===== src/rtl/pagerank_prefix_engine.sv =====
// One-pass rank prefix engine: streams 16-lane lines over AXI and writes the running prefix sums.
// The 64-bit total is read back at DONE_ALL. Define PR_PERF_CNT_EN to build a cycle counter readable at 0x28.
module pagerank_prefix_engine #(
  parameter logic [63:0] DEFAULT_NV = 64'd64,
  parameter logic [15:0] AXI_ID     = 16'd0
) (
  input  logic         clk,
  input  logic         rst,
  output logic [15:0]  arid_m,
  output logic [63:0]  araddr_m,
  output logic [7:0]   arlen_m,
  output logic [2:0]   arsize_m,
  output logic         arvalid_m,
  input  logic         arready_m,
  input  logic [15:0]  rid_m,
  input  logic [511:0] rdata_m,
  input  logic [1:0]   rresp_m,
  input  logic         rlast_m,
  input  logic         rvalid_m,
  output logic         rready_m,
  output logic [15:0]  awid_m,
  output logic [63:0]  awaddr_m,
  output logic [7:0]   awlen_m,
  output logic [2:0]   awsize_m,
  output logic         awvalid_m,
  input  logic         awready_m,
  output logic [15:0]  wid_m,
  output logic [511:0] wdata_m,
  output logic [63:0]  wstrb_m,
  output logic         wlast_m,
  output logic         wvalid_m,
  input  logic         wready_m,
  input  logic [15:0]  bid_m,
  input  logic [1:0]   bresp_m,
  input  logic         bvalid_m,
  output logic         bready_m,
  input  logic         softreg_req_valid,
  input  logic         softreg_req_isWrite,
  input  logic [31:0]  softreg_req_addr,
  input  logic [63:0]  softreg_req_data,
  output logic         softreg_resp_valid,
  output logic [63:0]  softreg_resp_data
);
  // state  | meaning
  // IDLE   | waiting for a start (write to WRITE_ADDR0)
  // AR     | issuing read address for line i
  // R      | waiting for the read beat, computing prefixes
  // AW_W   | write address and data outstanding
  // B      | waiting for write response
  // DONE   | job finished, raise done flag
  typedef enum logic [2:0] {S_IDLE, S_AR, S_R, S_AW_W, S_B, S_DONE} state_t;

  localparam logic [31:0] A_WRITE = 32'h00;
  localparam logic [31:0] A_READ  = 32'h08;
  localparam logic [31:0] A_NV    = 32'h10;
  localparam logic [31:0] A_DONE  = 32'h20;
  localparam logic [31:0] A_PERF  = 32'h28;

  state_t       state;
  logic [63:0]  wr_base, rd_base, n_vertices;
  logic [63:0]  rd_ptr, wr_ptr, rem, sum;
  logic [31:0]  prefix;
  logic         done, pending;
  logic [511:0] lane_out;
  logic [63:0]  strb_nxt, line_sum, rd_data, perf_val;
  logic         start, rd_req, fin, aw_ok, w_ok;
  logic         unused_inputs;

  assign arid_m   = AXI_ID;
  assign awid_m   = AXI_ID;
  assign wid_m    = AXI_ID;
  assign arlen_m  = 8'd0;
  assign awlen_m  = 8'd0;
  assign arsize_m = 3'd6;
  assign awsize_m = 3'd6;
  assign wlast_m  = 1'b1;
  assign araddr_m = rd_ptr;
  assign awaddr_m = wr_ptr;
  assign unused_inputs = ^{rid_m, rresp_m, rlast_m, bid_m, bresp_m};

  assign start  = softreg_req_valid && softreg_req_isWrite && (softreg_req_addr == A_WRITE)
                  && (state == S_IDLE);
  assign rd_req = softreg_req_valid && !softreg_req_isWrite;
  assign fin    = done || (state == S_DONE);
  assign aw_ok  = !awvalid_m || awready_m;
  assign w_ok   = !wvalid_m || wready_m;

  // rem counts elements still owed; lanes at or beyond it are padding
  always_comb begin
    logic [31:0] run;
    logic [31:0] lane;
    run      = prefix;
    lane_out = '0;
    strb_nxt = '0;
    line_sum = '0;
    for (int k = 0; k < 16; k++) begin
      lane = (rem > 64'(k)) ? rdata_m[32*k +: 32] : 32'd0;
      run  = run + lane;
      lane_out[32*k +: 32] = run;
      line_sum = line_sum + 64'(lane);
      if (rem > 64'(k)) strb_nxt[4*k +: 4] = 4'hF;
    end
  end

  always_comb begin
    rd_data = 64'd0;
    case (softreg_req_addr)
      A_WRITE: rd_data = wr_base;
      A_READ:  rd_data = rd_base;
      A_NV:    rd_data = n_vertices;
      A_DONE:  rd_data = sum;
      A_PERF:  rd_data = perf_val;
      default: rd_data = 64'd0;
    endcase
  end

  always_ff @(posedge clk or negedge rst) begin
    if (!rst) begin
      state <= S_IDLE;
      wr_base <= '0; rd_base <= '0; n_vertices <= DEFAULT_NV;
      rd_ptr <= '0; wr_ptr <= '0; rem <= '0; sum <= '0; prefix <= '0;
      done <= 1'b1; pending <= 1'b0;
      arvalid_m <= 1'b0; rready_m <= 1'b0; awvalid_m <= 1'b0; wvalid_m <= 1'b0;
      bready_m <= 1'b0; wdata_m <= '0; wstrb_m <= '0;
      softreg_resp_valid <= 1'b0; softreg_resp_data <= '0;
    end else begin
      softreg_resp_valid <= 1'b0;
      if (softreg_req_valid && softreg_req_isWrite && state == S_IDLE) begin
        case (softreg_req_addr)
          A_WRITE: wr_base <= {softreg_req_data[63:6], 6'd0};
          A_READ:  rd_base <= {softreg_req_data[63:6], 6'd0};
          A_NV:    n_vertices <= softreg_req_data;
          default: ;
        endcase
      end
      // a DONE_ALL read while busy parks in pending; a second one is dropped
      if (rd_req) begin
        if (softreg_req_addr == A_DONE && !fin) begin
          pending <= 1'b1;
        end else begin
          softreg_resp_valid <= 1'b1;
          softreg_resp_data  <= rd_data;
          if (softreg_req_addr == A_DONE) pending <= 1'b0;
        end
      end else if (pending && fin) begin
        softreg_resp_valid <= 1'b1;
        softreg_resp_data  <= sum;
        pending <= 1'b0;
      end

      case (state)
        S_IDLE: if (start) begin
          wr_ptr <= {softreg_req_data[63:6], 6'd0};
          rd_ptr <= rd_base;
          rem    <= n_vertices;
          prefix <= '0;
          sum    <= '0;
          done   <= 1'b0;
          if (n_vertices == 64'd0) state <= S_DONE;
          else begin
            state <= S_AR;
            arvalid_m <= 1'b1;
          end
        end
        S_AR: if (arready_m) begin
          arvalid_m <= 1'b0;
          rready_m  <= 1'b1;
          state     <= S_R;
        end
        S_R: if (rvalid_m) begin
          rready_m  <= 1'b0;
          wdata_m   <= lane_out;
          wstrb_m   <= strb_nxt;
          prefix    <= lane_out[511:480];
          sum       <= sum + line_sum;
          awvalid_m <= 1'b1;
          wvalid_m  <= 1'b1;
          state     <= S_AW_W;
        end
        S_AW_W: begin
          if (awvalid_m && awready_m) awvalid_m <= 1'b0;
          if (wvalid_m && wready_m) wvalid_m <= 1'b0;
          if (aw_ok && w_ok) begin
            bready_m <= 1'b1;
            state    <= S_B;
          end
        end
        S_B: if (bvalid_m) begin
          bready_m <= 1'b0;
          rd_ptr   <= rd_ptr + 64'd64;
          wr_ptr   <= wr_ptr + 64'd64;
          if (rem > 64'd16) begin
            rem       <= rem - 64'd16;
            arvalid_m <= 1'b1;
            state     <= S_AR;
          end else begin
            state <= S_DONE;
          end
        end
        S_DONE: begin
          done  <= 1'b1;
          state <= S_IDLE;
        end
        default: state <= S_IDLE;
      endcase
    end
  end

`ifdef PR_PERF_CNT_EN
  logic [63:0] perf_cnt;
  always_ff @(posedge clk or negedge rst) begin
    if (!rst) perf_cnt <= '0;
    else if (start) perf_cnt <= '0;
    else if (state != S_IDLE && state != S_DONE) perf_cnt <= perf_cnt + 64'd1;
  end
  assign perf_val = perf_cnt;
`else
  assign perf_val = 64'd0;
`endif

endmodule


===== config.mk =====
export PLATFORM = sky130hd
export DESIGN_NAME = pagerank_prefix_engine
export DESIGN_NICKNAME = d
export VERILOG_FILES = /design/src/rtl/pagerank_prefix_engine.sv
export SDC_FILE = /design/constraint.sdc
export NUM_CORES = 2
export LEC_CHECK = 0
export CAP_MARGIN = 10
export CORE_AREA = 2 2 582 584
export CTS_BUF_LIST = sky130_fd_sc_hd__clkbuf_16
export CTS_CLUSTER_DIAMETER = 50
export DETAILED_ROUTE_END_ITERATION = 10
export DIE_AREA = 0 0 584 586
export PLACE_DENSITY = 0.5
export SLEW_MARGIN = 20
export SYNTH_ARGS = -nofsm -noshare
export SYNTH_HDL_FRONTEND = slang
export SYNTH_SLANG_ARGS = --single-unit
export TNS_END_PERCENT = 5

===== constraint.sdc =====
create_clock -name clk -period 22.7 [get_ports clk]
set_input_delay 3.405 -clock clk [delete_from_list [all_inputs] [get_ports clk]]
set_output_delay 3.405 -clock clk [all_outputs]
set_load 0.01 [all_outputs]

==> impl_results.md <==
- Initial cell density of the core: 0.2540
- Number of port buffers: ~1400
- Largest net degree at the start of global routing: 166
- Clk slew on worst S/H paths: 0.06 ns
- Crit path top cell by count: ha_1
- Die boundary width: 584 microns
- Final cycle utilization of the critical path: 0.9687
- Post-synth top area cell: dfrtp_1
- Crit path kind: input pin to register
- Via count of the first global-routing pass: 81660
- Number of synthesized flops with an enable pin: 0
- Mean number of vias per cell: a little under 5
- Startpoint types: input pin
- Type of the most critical hold path: register to register
- Number of buffers inserted during clock tree synthesis: 197
- Clock latency on the worst-skew pair: 0.98 ns
- Sink count of the clock tree: 1059
- Top Ports: 1499
- Arr. time, crit path: between 20 and 25 ns
- Router iterations before antenna repair: 6
- Count of antenna-violating nets left after detailed routing: 0
- Root buffer cell: clkbuf_16
- H-tree lvl count: 4
- Number of buffers inserted by hold repair at cts: 0
- Number of nets in the layout: 14210
- Buf+Inv Stages, Crit Path: 11
- Final setup skew: 0.1460 ns
- FMAX: ~0.045 GHz
- Area of the core region: 335800 sq um
- Cell with the largest stage delay on the worst path: or4_1
- Fill cell count: about 35000
- Post-synthesis sequential area ratio: 0.3107
- Final Setup Violations: 0
- Warnings, synthesis: 0
- Number of violations of the max-capacitance limit: 0
- Minimum clock period: 21.99 ns
- Antenna violations before repair: 147
- Clock buffer depth: 4
- Total of flip-flops plus latches after synthesis: 1059
- GPL Wtd Cong: 0.9872
- Total Wirelength: 499000 microns
- Required time at the worst-slack endpoint: 23.43 ns
- Outcome: finished, final reports clean
- Max FO, Critical Path: 5
- Aggregate global routing overflow: 0
- Cell Rows: between 200 and 250
- Layout Area Growth over Synthesis: 44.78%
- Count of final max-slew check failures: 0
- Overall routing resource usage: 0.2827
- Share of cells above drive strength 1: 0.2129
- Worst path top cell family by delay: compound AO/OA/AOI/OAI gates
- FFs w/ async S/R, synth: 1.000
- Initial DRC count: 7460
- Die area: 342200 sq um
- Dominant cells by area after synthesis: dfrtp_1 31%, fa_1 11%, ha_1 8.1%
- Stage delay of the slowest cell on the critical path: 0.46 ns
- Clock tree from TritonCTS: yes
- Final routed DRC violation total: 0
- Per-cell routed wire length: 29.08 microns
- Netlist cell types: 96
- Gate Count Post-Synth: a little under 10000
- Category of the worst setup path capture point: register
- Worst-Margin Slew: 1.104 ns
- Via count of the routed design: 84550
- Share of Yosys cell area claimed by the top area cell type: 0.3101
- Hold Worst Slack: 0.4677 ns
- Vertical die dimension: 586 microns
- Synthesized area: 85300 sq um
- Global-route wire length before repair: 670700 microns
- Mean area per synthesized cell: 8.735 sq um
- Estimated wirelength of the detail-placed design: around 420000 microns
- Primary FF master, synth: dfrtp_1
- Final Hold Violating Endpoints: 0
- Worst-case headroom to the max-slew limit: 0.2619
layout by cell type, fill, tap and decap left out, types with 76 or more instances in the layout:
cell type           n
a21oi_1           705
dfrtp_1          1057
inv_1             882
xor2_1             95
and3_1            104
xnor2_1           252
clkbuf_16         199
ha_1              528
conb_1             83
xnor2_2            76
and2_1            310
mux2_2            416
o21ai_0           455
fa_1              486
nor2b_1            83
a21o_1            133
nor2_1            640
nor3_1            128
nand2_1          1618
buf_4            1566
nand3_1           190
clkdlybuf4s50_1  1374
area by class of cell:
type                            count  area, sq um  share of cell area
Antenna cell                       70        175.2            0.001418
Clock buffer                      199         4980             0.04032
Clock inverter                    162         1799             0.01457
Inverter                          867         3254             0.02635
Multi-Input combinational cell   7438        55500              0.4494
Sequential cell                  1059        26500              0.2146
Tap cell                         4407         5514             0.04465
Timing Repair Buffer             2955        25770              0.2087
cells by family (layout without fill, tap and decap cells):
group | after synthesis | after routing | synth area share
flops | 1059 | 1059 | 0.3107
simple gates | 3411 | 3411 | 0.1803
mux | 420 | 420 | 0.05539
other cells | 2 | 153 | 0.00008804
compound gates | 2019 | 2019 | 0.1439
fa+ha+maj | 1042 | 1042 | 0.1956
buf+inv | 1349 | 4183 | 0.06527
xor+xnor | 463 | 463 | 0.04879
metrics by stage:
| step | area, sq um | worst slack, ns | std cells | util | setup TNS [ns] |
|---|---|---|---|---|---|
| finish | 123500 | 0.7107 | 17160 | 0.3678 | 0 |
| global route | 123400 | -0.1156 | 17130 | 0.3676 | -0.2432 |
| CTS | 121700 | 0.005722 | 17050 | 0.3624 | 0 |
| detailed placement | 114500 | -1.903 | 16690 | 0.3409 | -22.97 |
| global placement | 114500 | -1.882 | 16690 | 0.3409 | -22.33 |
| floorplan | 85600 | 1.180 | 9846 | - | 0 |
metal layers:
layer	global-route usage	vias to the layer above	part of all wire	wire, microns
met5	0	-	0.00057	286
met4	0.1407	44	0.057	28260
met3	0.05594	753	0.074	36770
met2	0.4384	3399	0.44	219400
met1	0.3744	41930	0.43	214200
li1	-	38430	-	-
tightest hold or removal path, cell delays in order, from the launching register on:
cell	delay, ns
dfrtp_1	0.33
nand2_1	0.05
nand2_1	0.05
worst paths after layout:
kind                                    startpoint                        to  slack (ns)  cells after the start
max                                     rdata_m[0]  wdata_m[511]$_DFFE_PN0P_        0.71                     99
min                        wr_base[47]$_DFFE_PN0P_   wr_base[47]$_DFFE_PN0P_        0.47                      2
max reg2reg                    rem[35]$_DFFE_PN0P_  wdata_m[511]$_DFFE_PN0P_        1.30                    104
min reg2reg                wr_base[47]$_DFFE_PN0P_   wr_base[47]$_DFFE_PN0P_        0.47                      2
max in group asynchronous                      rst  wdata_m[292]$_DFFE_PN0P_       15.60                      6
min in group asynchronous                      rst  awaddr_m[52]$_DFFE_PN0P_        2.51                      1
Yosys cell counts, types with 126 or more instances:
| cell | n |
|---|---|
| a21oi_1 | 764 |
| xor2_1 | 126 |
| o21ai_0 | 485 |
| a21o_1 | 133 |
| clkbuf_1 | 326 |
| buf_4 | 132 |
| inv_1 | 866 |
| nor3_1 | 133 |
| and2_1 | 313 |
| nand2_1 | 1625 |
| fa_1 | 486 |
| nor2_1 | 657 |
| xnor2_1 | 327 |
| nand3_1 | 190 |
| mux2_2 | 416 |
| ha_1 | 555 |
| dfrtp_1 | 1057 |
timing repair:
action | 4_1_cts | 5_1_grt
gates resized for setup | 69 | 274
setup endpoints to repair | 12 | 22
buffers inserted | 2 | 35
pin swaps | 6 | 100
hold endpoints to repair | 0 | 0
sequential cells by signal, summed over array words and instances (netlist names), 3 cells and up:
name / count
araddr_m: 58
rd_base: 58
softreg_resp_data: 64
wstrb_m: 16
wdata_m: 512
wr_base: 58
rem: 64
n_vertices: 64
awaddr_m: 58
prefix: 32
state: 3
sum: 64
Power is left out: the tool's default activity adds up to more than one toggle a clock period on the data nets, which glitch-free logic cannot reach.
